<file path="src/rtl/cpu_types_pkg.sv">
// Shared CPU type definitions.
// Provides the machine word type plus the instruction-cache geometry,
// frame record and controller state encoding used by icache and its
// frame array.
package cpu_types_pkg;

  typedef logic [31:0] word_t;

  localparam int ICACHE_IDX_W = 4;
  localparam int ICACHE_TAG_W = 30 - ICACHE_IDX_W;

  typedef struct packed {
    logic                    valid;
    logic [ICACHE_TAG_W-1:0] tag;
    word_t                   data;
  } icache_frame_t;

  typedef enum logic {
    IDLE  = 1'b0,
    FETCH = 1'b1
  } icache_state_t;

endpackage

</file>
<file path="src/rtl/icache_if.sv">
// Handshake bundles around the instruction cache.
// icache_dp_if  : datapath fetch port (imemREN/imemaddr in, ihit/imemload out).
//                 master = datapath, slave = cache.
// icache_mem_if : memory-controller instruction port (iREN/iaddr out,
//                 iwait/iload in). master = cache, slave = memory.
interface icache_dp_if;
  import cpu_types_pkg::*;

  logic  imemREN;
  word_t imemaddr;
  logic  ihit;
  word_t imemload;

  modport master (output imemREN, imemaddr, input ihit, imemload);
  modport slave  (input imemREN, imemaddr, output ihit, imemload);
endinterface

interface icache_mem_if;
  import cpu_types_pkg::*;

  logic  iREN;
  word_t iaddr;
  logic  iwait;
  word_t iload;

  modport master (output iREN, iaddr, input iwait, iload);
  modport slave  (input iREN, iaddr, output iwait, iload);
endinterface

</file>
<file path="src/rtl/icache_frame_array.sv">
// Storage for the 2**IDX_W single-word frames of the instruction cache.
// Ports:
//   CLK         clock
//   clear       synchronous clear of every valid bit (reset or invalidate)
//   we/widx/wtag/wdata  synchronous fill port
//   ridx        asynchronous read index
//   rvalid/rtag/rdata   frame contents at ridx
module icache_frame_array
  import cpu_types_pkg::*;
#(
  parameter int IDX_W = ICACHE_IDX_W,
  parameter int TAG_W = 30 - IDX_W
) (
  input  logic             CLK,
  input  logic             clear,
  input  logic             we,
  input  logic [IDX_W-1:0] widx,
  input  logic [TAG_W-1:0] wtag,
  input  word_t            wdata,
  input  logic [IDX_W-1:0] ridx,
  output logic             rvalid,
  output logic [TAG_W-1:0] rtag,
  output word_t            rdata
);

  localparam int NFRAMES = 2 ** IDX_W;

  logic [NFRAMES-1:0] valid_q, valid_d;
  logic [TAG_W-1:0]   tag_q  [NFRAMES];
  logic [TAG_W-1:0]   tag_d  [NFRAMES];
  word_t              data_q [NFRAMES];
  word_t              data_d [NFRAMES];

  assign rvalid = valid_q[ridx];
  assign rtag   = tag_q[ridx];
  assign rdata  = data_q[ridx];

  // Fill one frame; clear dominates so a fill racing an invalidate is lost.
  always_comb begin
    valid_d = valid_q;
    tag_d   = tag_q;
    data_d  = data_q;
    if (we) begin
      valid_d[widx] = 1'b1;
      tag_d[widx]   = wtag;
      data_d[widx]  = wdata;
    end
    if (clear) begin
      valid_d = '0;
    end
  end

  // Tags and data need no reset: they are meaningless while valid is low.
  always_ff @(posedge CLK) begin
    valid_q <= valid_d;
    tag_q   <= tag_d;
    data_q  <= data_d;
  end

endmodule

</file>
<file path="src/rtl/icache.sv">
// Direct-mapped, read-only, blocking instruction cache with single-word
// frames.
// Ports:
//   CLK, RST    clock and synchronous active-high reset
//   dp          datapath fetch port (slave): combinational hit path
//   mem         memory instruction port (master): one miss at a time
//   inval       invalidate every frame
//   hit_count   saturating count of cycles that returned a hit
//   miss_count  saturating count of misses started
// TAG_W must equal 30-IDX_W so tag, index and byte offset cover 32 bits.
module icache
  import cpu_types_pkg::*;
#(
  parameter int IDX_W = ICACHE_IDX_W,
  parameter int TAG_W = 30 - IDX_W
) (
  input  logic         CLK,
  input  logic         RST,
  icache_dp_if.slave   dp,
  icache_mem_if.master mem,
  input  logic         inval,
  output word_t        hit_count,
  output word_t        miss_count
);

  icache_state_t    state_q, state_d;
  word_t            addr_q, addr_d;
  logic             squash_q, squash_d;
  word_t            hit_cnt_q, hit_cnt_d;
  word_t            miss_cnt_q, miss_cnt_d;

  logic [TAG_W-1:0] req_tag, rd_tag;
  logic [IDX_W-1:0] req_idx;
  logic             rd_valid, hit, fill_we;
  word_t            rd_data;
  logic             unused_offset;

  assign req_tag       = dp.imemaddr[31:32-TAG_W];
  assign req_idx       = dp.imemaddr[IDX_W+1:2];
  assign unused_offset = ^dp.imemaddr[1:0];

  icache_frame_array #(.IDX_W(IDX_W), .TAG_W(TAG_W)) u_frames (
    .CLK    (CLK),
    .clear  (RST | inval),
    .we     (fill_we),
    .widx   (addr_q[IDX_W+1:2]),
    .wtag   (addr_q[31:32-TAG_W]),
    .wdata  (mem.iload),
    .ridx   (req_idx),
    .rvalid (rd_valid),
    .rtag   (rd_tag),
    .rdata  (rd_data)
  );

  assign hit = (state_q == IDLE) && dp.imemREN && rd_valid && (rd_tag == req_tag);

  // A fill is dropped if this transaction was invalidated earlier (squash),
  // is invalidated right now, or is being aborted by reset.
  assign fill_we = (state_q == FETCH) && !mem.iwait && !squash_q && !inval && !RST;

  assign dp.ihit     = hit;
  assign dp.imemload = hit ? rd_data : '0;
  assign mem.iREN    = (state_q == FETCH);
  assign mem.iaddr   = addr_q;
  assign hit_count   = hit_cnt_q;
  assign miss_count  = miss_cnt_q;

  // Controller: IDLE serves hits and launches misses; FETCH holds the
  // latched address until memory answers, ignoring the datapath meanwhile.
  always_comb begin
    state_d    = state_q;
    addr_d     = addr_q;
    squash_d   = squash_q;
    hit_cnt_d  = hit_cnt_q;
    miss_cnt_d = miss_cnt_q;
    case (state_q)
      IDLE: begin
        if (hit) begin
          if (hit_cnt_q != '1) hit_cnt_d = hit_cnt_q + 32'd1;
        end else if (dp.imemREN) begin
          addr_d  = {dp.imemaddr[31:2], 2'b00};
          state_d = FETCH;
          if (miss_cnt_q != '1) miss_cnt_d = miss_cnt_q + 32'd1;
        end
      end
      FETCH: begin
        if (inval) squash_d = 1'b1;
        if (!mem.iwait) begin
          state_d  = IDLE;
          squash_d = 1'b0;
        end
      end
      default: state_d = IDLE;
    endcase
  end

  // Reset aborts any fill in flight and zeroes the statistics.
  always_ff @(posedge CLK) begin
    if (RST) begin
      state_q    <= IDLE;
      addr_q     <= '0;
      squash_q   <= 1'b0;
      hit_cnt_q  <= '0;
      miss_cnt_q <= '0;
    end else begin
      state_q    <= state_d;
      addr_q     <= addr_d;
      squash_q   <= squash_d;
      hit_cnt_q  <= hit_cnt_d;
      miss_cnt_q <= miss_cnt_d;
    end
  end

endmodule

</file>
<file path="src/flat_wrapper.sv">
// flat-port wrapper written by rule: the top's interface ports become plain ports
module icache_flat import cpu_types_pkg::*;
#(
  parameter int IDX_W = ICACHE_IDX_W,
  parameter int TAG_W = 30 - IDX_W
)
  (CLK, RST, inval, hit_count, miss_count, dp_imemREN, dp_imemaddr, dp_ihit, dp_imemload, mem_iREN, mem_iaddr, mem_iwait, mem_iload);
  icache_dp_if dp_i ();
  icache_mem_if mem_i ();
  input  logic CLK;
  input  logic RST;
  input  logic inval;
  output word_t hit_count;
  output word_t miss_count;
  input wire logic [$bits(dp_i.imemREN)-1:0] dp_imemREN;
  input wire logic [$bits(dp_i.imemaddr)-1:0] dp_imemaddr;
  output wire logic [$bits(dp_i.ihit)-1:0] dp_ihit;
  output wire logic [$bits(dp_i.imemload)-1:0] dp_imemload;
  output wire logic [$bits(mem_i.iREN)-1:0] mem_iREN;
  output wire logic [$bits(mem_i.iaddr)-1:0] mem_iaddr;
  input wire logic [$bits(mem_i.iwait)-1:0] mem_iwait;
  input wire logic [$bits(mem_i.iload)-1:0] mem_iload;
  assign dp_i.imemREN = dp_imemREN;
  assign dp_i.imemaddr = dp_imemaddr;
  assign dp_ihit = dp_i.ihit;
  assign dp_imemload = dp_i.imemload;
  assign mem_iREN = mem_i.iREN;
  assign mem_iaddr = mem_i.iaddr;
  assign mem_i.iwait = mem_iwait;
  assign mem_i.iload = mem_iload;
  icache #(.IDX_W(IDX_W), .TAG_W(TAG_W)) u_core (.CLK(CLK), .RST(RST), .dp(dp_i), .mem(mem_i), .inval(inval), .hit_count(hit_count), .miss_count(miss_count));
endmodule
</file>
<file path="config.mk">
export PLATFORM = sky130hd
export DESIGN_NAME = icache_flat
export DESIGN_NICKNAME = d
export VERILOG_FILES = /design/src/rtl/cpu_types_pkg.sv /design/src/rtl/icache_if.sv /design/src/rtl/icache_frame_array.sv /design/src/rtl/icache.sv /design/src/flat_wrapper.sv
export SDC_FILE = /design/constraint.sdc
export NUM_CORES = 1
export LEC_CHECK = 0
export ABC_CLOCK_PERIOD_IN_PS = 11050
export CAP_MARGIN = 20
export CELL_PAD_IN_SITES_DETAIL_PLACEMENT = 0
export CELL_PAD_IN_SITES_GLOBAL_PLACEMENT = 1
export CORE_MARGIN = 4
export CORE_UTILIZATION = 30
export CTS_CLUSTER_SIZE = 28
export DETAILED_ROUTE_END_ITERATION = 8
export HOLD_SLACK_MARGIN = 0.15
export PLACE_DENSITY_LB_ADDON = 0.1
export SLEW_MARGIN = 15
export SYNTH_ARGS = -nofsm -noshare
export SYNTH_HDL_FRONTEND = slang
export SYNTH_HIERARCHICAL = 1
export SYNTH_SLANG_ARGS = --single-unit
</file>
<file path="constraint.sdc">
create_clock -name CLK -period 11.05 [get_ports CLK]
set_input_delay 2.21 -clock CLK [delete_from_list [all_inputs] [get_ports CLK]]
set_output_delay 2.21 -clock CLK [all_outputs]
set_load 0.1 [all_outputs]
</file>
==> impl_metrics.json, run 1 <==
{
  "status": "finished, final reports clean",
  "crit_path_end_kind": "primary output",
  "wl_um": 117000,
  "tns_ps": 0,
  "clock-sinks": 1040,
  "comb_power_share_pct": 4.9,
  "area_delta_synth_final_pct": 19.6,
  "synthAdderAreaFrac_pct": 0.0618,
  "coreArea_mm2": 0.134,
  "grt_antenna_before_repair": 10,
  "max-clock-path-buffers": 3,
  "yosys.area_share.simple_pct": 5.18,
  "max_freq_mhz": 103,
  "syn-cell-area_mm2": 0.0405,
  "cts.clk_slew.worst_paths_ps": 60,
  "synth.yosys.warnings": 6,
  "hold_viol_final": 0,
  "finish.utilization_pct": 36.2,
  "dpl-instance-area_mm2": 0.0447,
  "die_x_um": 375,
  "ios": 199,
  "cts-resized-gates": 0,
  "cts_setup_buffers": 0,
  "muxShareOfSynthArea_pct": 13.5,
  "track_usage_pct": 16.5,
  "synthArstFlopShare_pct": 0,
  "clockRootBuffer": "clkbuf_16",
  "overflow": 0,
  "multi_input_area_mm2": 0.00991,
  "rsz0062_at_grt": "false",
  "drive_gt1_share_pct": 20.7,
  "internal_power_uw": 6600,
  "p_per_area_mw_per_mm2": 175,
  "via_count": 21900,
  "r2r-start": "u_core/u_frames/tag_q[314]$_DFFE_PP_",
  "yosysSeqAreaShare_pct": 74.4,
  "synthTopCellsByCount": "edfxtp_1 (928), mux4_2 (236), a22oi_1 (118)",
  "max_slew_margin_pct": 19.9,
  "pre_cts_slack_ps": 1310,
  "wire_per_inst_um": 27.5,
  "synth_area_leaders": "edfxtp_1 (69%), mux4_2 (13%), dfxtp_1 (5.5%), a22oi_1 (2.2%), a21oi_1 (1.1%)",
  "htreeDepth": 3,
  "drc_errors": 0,
  "grt_max_degree": 75,
  "ctsHoldBuffers": 0,
  "io_buffers": 194,
  "p_total_uw": 8470,
  "regArea_mm2": 0.0301,
  "period_needed_ps": 9680,
  "vdd_drop_max_uv": 117,
  "ant_nets": 0,
  "layout.nets": 2471,
  "die_area_mm2": 0.141,
  "fin_crit_sh_pct": 87.6,
  "switching_share_pct": 22.1,
  "tightest_slew_ps": 1200,
  "cellLeakagePower_uw": 0.0148,
  "synth-edff-count": 928,
  "synth-seq-cells": 1040,
  "finalWeightedCongestion": 0.701,
  "finClkSkew_ps": 25.1,
  "synth_xor_area_share_pct": 0.606,
  "crit_required_ps": 8840,
  "seqPwrFrac_pct": 51.0,
  "drt_iter0_markers": 1754,
  "drv_cap": 0,
  "setup_viol": 0,
  "syn_area_per_cell_um2": 18.8,
  "crit_arrival_ps": 7470,
  "p_clk_share_pct": 44.0,
  "min_from": "u_core/u_frames/valid_q[10]$_SDFFE_PP0P_",
  "crit_path_start": "dp_imemaddr[4]",
  "fin_ws_ps": 1370,
  "dpl.hpwl_um": 62000,
  "path_class": "input port to primary output",
  "worstSkewPairLatency_ps": 720,
  "critPathMaxFanout": 27,
  "grt_pass1_wl_um": 168000,
  "design_area_mm2": 0.0484,
  "postSynthCellCount": 2154,
  "synth_top_area_share_pct": 68.8,
  "dieHeight_um": 375,
  "synthDistinctLibCells": 60,
  "nFillCells": 12500,
  "cts_buffers": 115,
  "synth_ff_type": "edfxtp_1",
  "vias_per_cell": 5.14,
  "dr.pass1.iters": 6,
  "start_kind": "input port",
  "rows": 134,
  "min_path_type": "register to register",
  "synth_most_common_cell": "edfxtp_1",
  "yosys.area.top_type": "edfxtp_1",
  "synth_top_family_by_area": "multiplexers",
  "power.net_switching_uw": 1880,
  "cts_tree": "built",
  "synth-compound-area-share_pct": 4.71,
  "grt_pass1_vias": 22900,
  "initial_utilization_pct": 30.3,
  "finalMaxSlewViolations": 0
}
-- registers in the layout, indices dropped and copies added (netlist names) --
signal                   count
u_core/u_frames/data_q     512
u_core/u_frames/tag_q      416
u_core/hit_count            32
u_core/miss_count           32
u_core/mem.iaddr            30
u_core/u_frames/valid_q     16
u_core/mem.iREN              1
u_core/squash_q              1
-- critical path, cell delays in order --
cell             delay (ps)
clkdlybuf4s50_1         650
nor2b_4                 900
a22oi_1                 200
nand2_1                 160
xor2_1                   80
nor4_1                  760
and3_2                  980
and3_1                  300
clkdlybuf4s50_1        1150
-- cell families after synthesis --
group           count (synthesis)
flops                        1040
simple gates                  394
compound gates                298
mux                           251
buf+inv                       140
xor+xnor                       28
fa+ha+maj                       2
other cells                     1
-- area by class of cell --
type	count	share of cell area [%]
Inverter	10	0.0775
Multi-Input combinational cell	975	20.5
Clock buffer	154	6.41
Clock inverter	62	1.16
Antenna cell	2	0.0103
Sequential cell	1040	62.2
Timing Repair Buffer	258	5.12
Tap cell	1768	4.57
-- stage by stage --
step                hold WS, ps  std cells
global route                492       4267
floorplan                   431       2155
finish                      470       4269
CTS                         469       4266
global placement            444       4049
detailed placement          455       4050
-- cell usage in the layout, fill, tap and decap left out, drive strengths merged, types with 3 or more instances in the layout --
| master | n |
|---|---|
| clkbuf | 154 |
| xor2 | 12 |
| inv | 16 |
| nor3 | 9 |
| bufinv | 8 |
| nand4 | 23 |
| clkinvlp | 3 |
| a31oi | 4 |
| a22oi | 118 |
| edfxtp | 928 |
| clkdlybuf4s50 | 182 |
| nor4 | 13 |
| nor2 | 62 |
| nand3 | 34 |
| or4 | 29 |
| mux2 | 14 |
| buf | 76 |
| and2 | 3 |
| o31ai | 25 |
| a21oi | 91 |
| and3 | 42 |
| nor4b | 3 |
| nor2b | 17 |
| or4b | 3 |
| or3 | 18 |
| o21ai | 48 |
| clkinv | 45 |
| mux4 | 236 |
| nand3b | 3 |
| nand2 | 115 |
| and4 | 5 |
| o41ai | 4 |
| dfxtp | 112 |
| nand2b | 5 |
| xnor2 | 16 |
-- power groups by stage --
stage	registers (uW)	clock network (uW)	logic (uW)
2_1_floorplan	4450	0	208
3_3_place_gp	4400	0	421
3_5_place_dp	4410	0	425
4_1_cts	4330	3860	426
5_1_grt	4330	4040	446
6_report	4320	3730	417
-- worst paths after layout --
kind         cells after the start                                        to  slack [ps]
min                              2  u_core/u_frames/valid_q[10]$_SDFFE_PP0P_         470
min reg2reg                      2  u_core/u_frames/valid_q[10]$_SDFFE_PP0P_         470
max                              9                           dp_imemload[15]        1370
max reg2reg                     10         u_core/hit_count[22]$_SDFFE_PP0P_        6040
-- layer usage --
| layer | track usage, % | share of wire [%] |
|---|---|---|
| met1 | 22.7 | 46 |
| met2 | 27.1 | 48 |
| met3 | 3.36 | 4.6 |
| met4 | 3.48 | 1.7 |
| met5 | 0 | 0.087 |
Note: power is estimated with default switching activity, not from simulation.
==> inputs of run 2 (changes only) <==
CORE_UTILIZATION = 55   (was 30)
==> run 2 against run 1 <==
  * Global-route usage rose by 8.2 points
  * Sequential power barely moved
  * Sequential share of layout area rose by 2.5 points
  * Hold slack got worse by 4.5 ps
  * Fmax rose by 8.4%
  * Non-clock buffer count fell by 25
  * Final cell count fell by 20%
  * Highest routed layer unchanged
==> impl_metrics.json, run 2 (same netlist as run 1, synthesis figures left out) <==
{
  "status": "finished, final reports clean",
  "finish.utilization_pct": 63.8,
  "overflow": 0,
  "layout.cells.most_common_list": "edfxtp_1 (928), mux4_2 (236), clkdlybuf4s50_1 (158)",
  "clockRootBuffer": "clkbuf_16",
  "top_regs": "u_core/u_frames/data_q (512), u_core/u_frames/tag_q (416)",
  "hold_viol_final": 0,
  "tns_ps": 0,
  "ios": 199,
  "max_slew_margin_pct": 22.4,
  "wl_um": 96200,
  "min_path_type": "register to register",
  "fin_crit_sh_pct": 80.8,
  "htreeDepth": 3,
  "area_delta_synth_final_pct": 15.0,
  "crit_required_ps": 8840,
  "drt_iter0_markers": 2416,
  "crit_path_end_kind": "primary output",
  "track_usage_pct": 24.7,
  "grt_pass1_wl_um": 143000,
  "cts_buffers": 105,
  "ant_nets": 0,
  "io_buffers": 194,
  "clock-sinks": 1040,
  "final_common_cell": "edfxtp_1",
  "setup_viol": 0,
  "crit_arrival_ps": 6720,
  "via_count": 21600,
  "critPathMaxFanout": 37,
  "dieHeight_um": 279,
  "die_x_um": 279,
  "finalMaxSlewViolations": 0,
  "p_per_area_mw_per_mm2": 172,
  "finalWeightedCongestion": 0.767,
  "largest_reg_flops": 512,
  "grt_pass1_vias": 21900,
  "ctsHoldBuffers": 0,
  "fin_hold_ws_ps": 466,
  "tightest_slew_ps": 1160,
  "largest-register": "u_core/u_frames/data_q",
  "period_needed_ps": 8930,
  "coreArea_mm2": 0.0730,
  "cts_setup_buffers": 0,
  "rows": 99,
  "initial_utilization_pct": 55.5,
  "drv_cap": 0,
  "cts-resized-gates": 0,
  "cts.clk_slew.worst_paths_ps": 60,
  "path_class": "input port to primary output",
  "cellLeakagePower_uw": 0.0145,
  "dpl.hpwl_um": 49700,
  "grt_antenna_before_repair": 1,
  "rsz0062_at_grt": "false",
  "start_kind": "input port",
  "wire_per_inst_um": 28.2,
  "vias_per_cell": 6.33,
  "layout.nets": 2436,
  "drc_errors": 0,
  "max-clock-path-buffers": 3,
  "vdd_drop_max_uv": 146,
  "dr.pass1.iters": 7,
  "max_freq_mhz": 112,
  "die_area_mm2": 0.0780,
  "finClkSkew_ps": 21.3,
  "cts_tree": "built",
  "drive_gt1_share_pct": 20.4,
  "worstSkewPairLatency_ps": 660,
  "grt_max_degree": 99
}
==> run 2: cell types whose count changed in the layout (fill, tap and decap cells not counted), sizes merged <==
| cell | previous run | this run |
|---|---|---|
| clkdlybuf4s50 | 182 | 158 |
| clkbuf | 154 | 127 |
| inv | 16 | 11 |
| clkinv | 45 | 53 |
| buf | 76 | 75 |
| diode | 2 | 1 |
| bufinv | 8 | 5 |
| clkinvlp | 3 | 2 |
==> run 2: final timing paths <==
kind	start	slack, ps	to	cells past startpoint
max	dp_imemaddr[5]	2120	dp_imemload[14]	10
min	u_core/u_frames/valid_q[15]$_SDFFE_PP0P_	470	u_core/u_frames/valid_q[15]$_SDFFE_PP0P_	2
max reg2reg	u_core/u_frames/tag_q[347]$_DFFE_PP_	6120	u_core/hit_count[22]$_SDFFE_PP0P_	9
min reg2reg	u_core/u_frames/valid_q[15]$_SDFFE_PP0P_	470	u_core/u_frames/valid_q[15]$_SDFFE_PP0P_	2
==> run 2: power by group <==
part / internal (uW) / switching, uW
Clock: 1860 / 1420
Sequential: 4290 / 30.6
Combinational: 145 / 250
Total: 6300 / 1700
==> run 2: through the flow <==
step	total power (uW)	cell area (um2)	instances	setup slack [ps]
after detailed placement	4810	43400	3217	2220
after floorplan	4660	40500	2155	2930
after global routing	8270	46600	3405	1950
after global placement	4800	43400	3217	2260
final	8000	46600	3406	2120
after CTS	8080	46600	3405	2190
==> run 2: critical path: stages <==
cell and delay [ps]:
clkdlybuf4s50_1 690, nor2b_4 790, buf_4 570, a22oi_1 200, nand2_1 100, nand3b_1 210, nor4b_1 320, and3_2 930
and3_1 310, buf_4 300
==> run 2: area by class of cell <==
| class | instances | area [um2] |
|---|---|---|
| Sequential cell | 1040 | 30100 |
| Fill cell | 5053 | 26400 |
| Multi-Input combinational cell | 975 | 9910 |
| Clock buffer | 127 | 2730 |
| Timing Repair Buffer | 233 | 2160 |
| Tap cell | 959 | 1200 |
| Clock inverter | 61 | 424 |
| Inverter | 10 | 37.5 |
| Antenna cell | 1 | 2.50 |
==> run 2: per-layer routing <==
metal | routed length, um | vias up | GRT usage, % | part of all wire (%)
li1 | - | 9283 | - | -
met3 | 6440 | 143 | 4.08 | 6.7
met4 | 2070 | 2 | 6.29 | 2.1
met1 | 39100 | 11300 | 34.7 | 41
met5 | 13 | - | 0 | 0.014
met2 | 48500 | 796 | 41.4 | 50
==> inputs of run 3 (changes only) <==
ABC_CLOCK_PERIOD_IN_PS = 7500   (was 11050)
CORE_UTILIZATION = 47   (was 55)
clock period = 7.5 ns   (was 11.05 ns; I/O delays follow)
==> run 3 against run 2 <==
  * Worst setup slack lost 1300 ps
  * Combinational power grew 52%
  * Hold slack gained 6.0 ps
  * Sequential cell count is the same
  * Global-route usage shrank 2.6 points
  * Power grew 53%
  * Largest cell class unchanged
  * Design area grew 2.9%
  * Sequential share of layout area shrank 1.8 points
  * Clock skew grew 15 ps
==> impl_metrics.json, run 3 (same netlist as run 1, synthesis figures left out) <==
{
  "grt_antenna_before_repair": 3,
  "cts-resized-gates": 0,
  "reg2reg_to": "u_core/hit_count[22]$_SDFFE_PP0P_",
  "rows": 107,
  "hold_viol_final": 0,
  "worstSkewPairLatency_ps": 680,
  "p_per_area_mw_per_mm2": 255,
  "period_needed_ps": 6670,
  "fin_crit_sh_pct": 88.9,
  "critPathSlowestCell": "clkdlybuf4s50_1",
  "wl_um": 100000,
  "vdd_drop_max_uv": 186,
  "min_path_type": "register to register",
  "cellLeakagePower_uw": 0.0149,
  "r2r-start": "u_core/u_frames/tag_q[129]$_DFFE_PP_",
  "largest_reg_flops": 512,
  "holdPathEnd": "u_core/u_frames/valid_q[11]$_SDFFE_PP0P_",
  "track_usage_pct": 22.1,
  "die_x_um": 301,
  "final_common_cell": "edfxtp_1",
  "drt_iter0_markers": 2014,
  "max_freq_mhz": 150,
  "ios": 199,
  "critPathMaxFanout": 30,
  "max_slew_margin_pct": 25.4,
  "rrSetupSlack_ps": 3130,
  "vias_per_cell": 5.99,
  "crit_required_ps": 6000,
  "finClkSkew_ps": 36.4,
  "htreeDepth": 3,
  "rr_worst_depth": 10,
  "layout.cells.most_common_list": "edfxtp_1 (928), mux4_2 (236), clkdlybuf4s50_1 (158)",
  "io_buffers": 194,
  "via_count": 21800,
  "min_from": "u_core/u_frames/valid_q[11]$_SDFFE_PP0P_",
  "dr.pass1.iters": 5,
  "cpMostUsedCell": "buf_4",
  "dpl-instance-area_mm2": 0.0444,
  "layout.nets": 2466,
  "path_class": "input port to primary output",
  "top_regs": "u_core/u_frames/data_q (512), u_core/u_frames/tag_q (416)",
  "tns_ps": 0,
  "wire_per_inst_um": 27.5,
  "clockRootBuffer": "clkbuf_16",
  "crit_family": "simple AND/OR/NAND/NOR gates",
  "ctsHoldBuffers": 0,
  "cts_buffers": 109,
  "max-clock-path-buffers": 3,
  "p_total_uw": 12200,
  "dieHeight_um": 301,
  "critPathBufInv": 4,
  "ant_nets": 0,
  "cts.clk_slew.worst_paths_ps": 60,
  "setup_viol": 0,
  "area_delta_synth_final_pct": 18.4,
  "finalMaxSlewViolations": 0,
  "largest-register": "u_core/u_frames/data_q",
  "fin_cells": 3636,
  "drc_errors": 0,
  "dpl.hpwl_um": 54100,
  "worst_path_largest_cell_delay_ps": 680,
  "overflow": 0,
  "start_kind": "input port",
  "coreArea_mm2": 0.0853,
  "die_area_mm2": 0.0909,
  "rsz0062_at_grt": "false",
  "drive_gt1_share_pct": 21.7,
  "cts_tree": "built",
  "crit_arrival_ps": 5170,
  "worstHoldPathCells": 2,
  "crit_chain": "clkdlybuf4s50_1 -> and2_4 -> buf_4 -> a22oi_1 -> nand2_1 -> xnor2_1 -> nand4_1 -> nor4_4 -> buf_4 -> and3_1 -> buf_12",
  "grt_pass1_vias": 22100,
  "grt_max_degree": 73,
  "crit_path_end_kind": "primary output",
  "tightest_slew_ps": 1120,
  "grt_pass1_wl_um": 148000,
  "cts_setup_buffers": 0,
  "initial_utilization_pct": 47.5,
  "finalWeightedCongestion": 0.741,
  "place_inst": 3427,
  "clock-sinks": 1040,
  "design_area_mm2": 0.0479,
  "status": "finished, final reports clean",
  "drv_cap": 0
}
-- run 3: cell types whose count changed in the layout (fill, tap and decap cells not counted), sizes merged --
cell    delta
bufinv     +5
buf       +26
clkinv     +3
clkbuf     +6
inv        +3
diode      +2
-- run 3: stage by stage --
stage	hold WS [ps]	utilization, %	setup WS (ps)
2_1_floorplan	431	-	92.9
3_3_place_gp	442	52.0	794
3_5_place_dp	454	52.0	823
4_1_cts	468	56.2	790
5_1_grt	492	56.2	652
6_report	472	56.2	831
-- run 3: how the worst max path moves through the flow --
stage	start	endpoint	slack (ps)	cells after the start
floorplan	RST	u_core/u_frames/data_q[480]$_DFFE_PP_	90	5
global placement	dp_imemaddr[2]	dp_imemload[14]	790	11
detailed placement	dp_imemaddr[2]	dp_imemload[17]	820	11
CTS	dp_imemaddr[2]	dp_imemload[14]	790	11
global route	dp_imemaddr[2]	dp_imemload[14]	650	11
finish	dp_imemaddr[5]	dp_imemload[14]	830	11
-- run 3: power breakdown --
| part | switching (uW) | internal, uW | leakage (uW) | total (uW) |
|---|---|---|---|---|
| clock | 2190 | 3040 | 0.00172 | 5230 |
| sequential | 46.4 | 6320 | 0.00901 | 6370 |
| combinational | 378 | 223 | 0.00415 | 600 |
| total | 2620 | 9580 | 0.0149 | 12200 |
-- run 3: layer usage --
layer / part of all wire (%) / vias to the layer above / GRT usage, % / wire length [um]
li1: - / 9377 / - / -
met1: 43 / 11600 / 31.7 / 43200
met5: 0 / - / 0 / 0
met4: 1.5 / 0 / 4.95 / 1530
met3: 6.1 / 109 / 3.40 / 6110
met2: 49 / 678 / 36.4 / 49300
-- run 3: final cells by class --
type	count	area (um2)
fillers	6495	37400
clock buffers	133	2830
clock inverters	72	687
diodes	3	7.51
inverters	10	37.5
flip-flops and latches	1040	30100
multi-input cells	975	9910
well taps	1144	1430
repair buffers	259	2920
-- run 3: tightest hold or removal path, stage by stage, from the launching register on --
cell and delay (ps):
dfxtp_1 330, a21oi_1 40, nor2_1 70
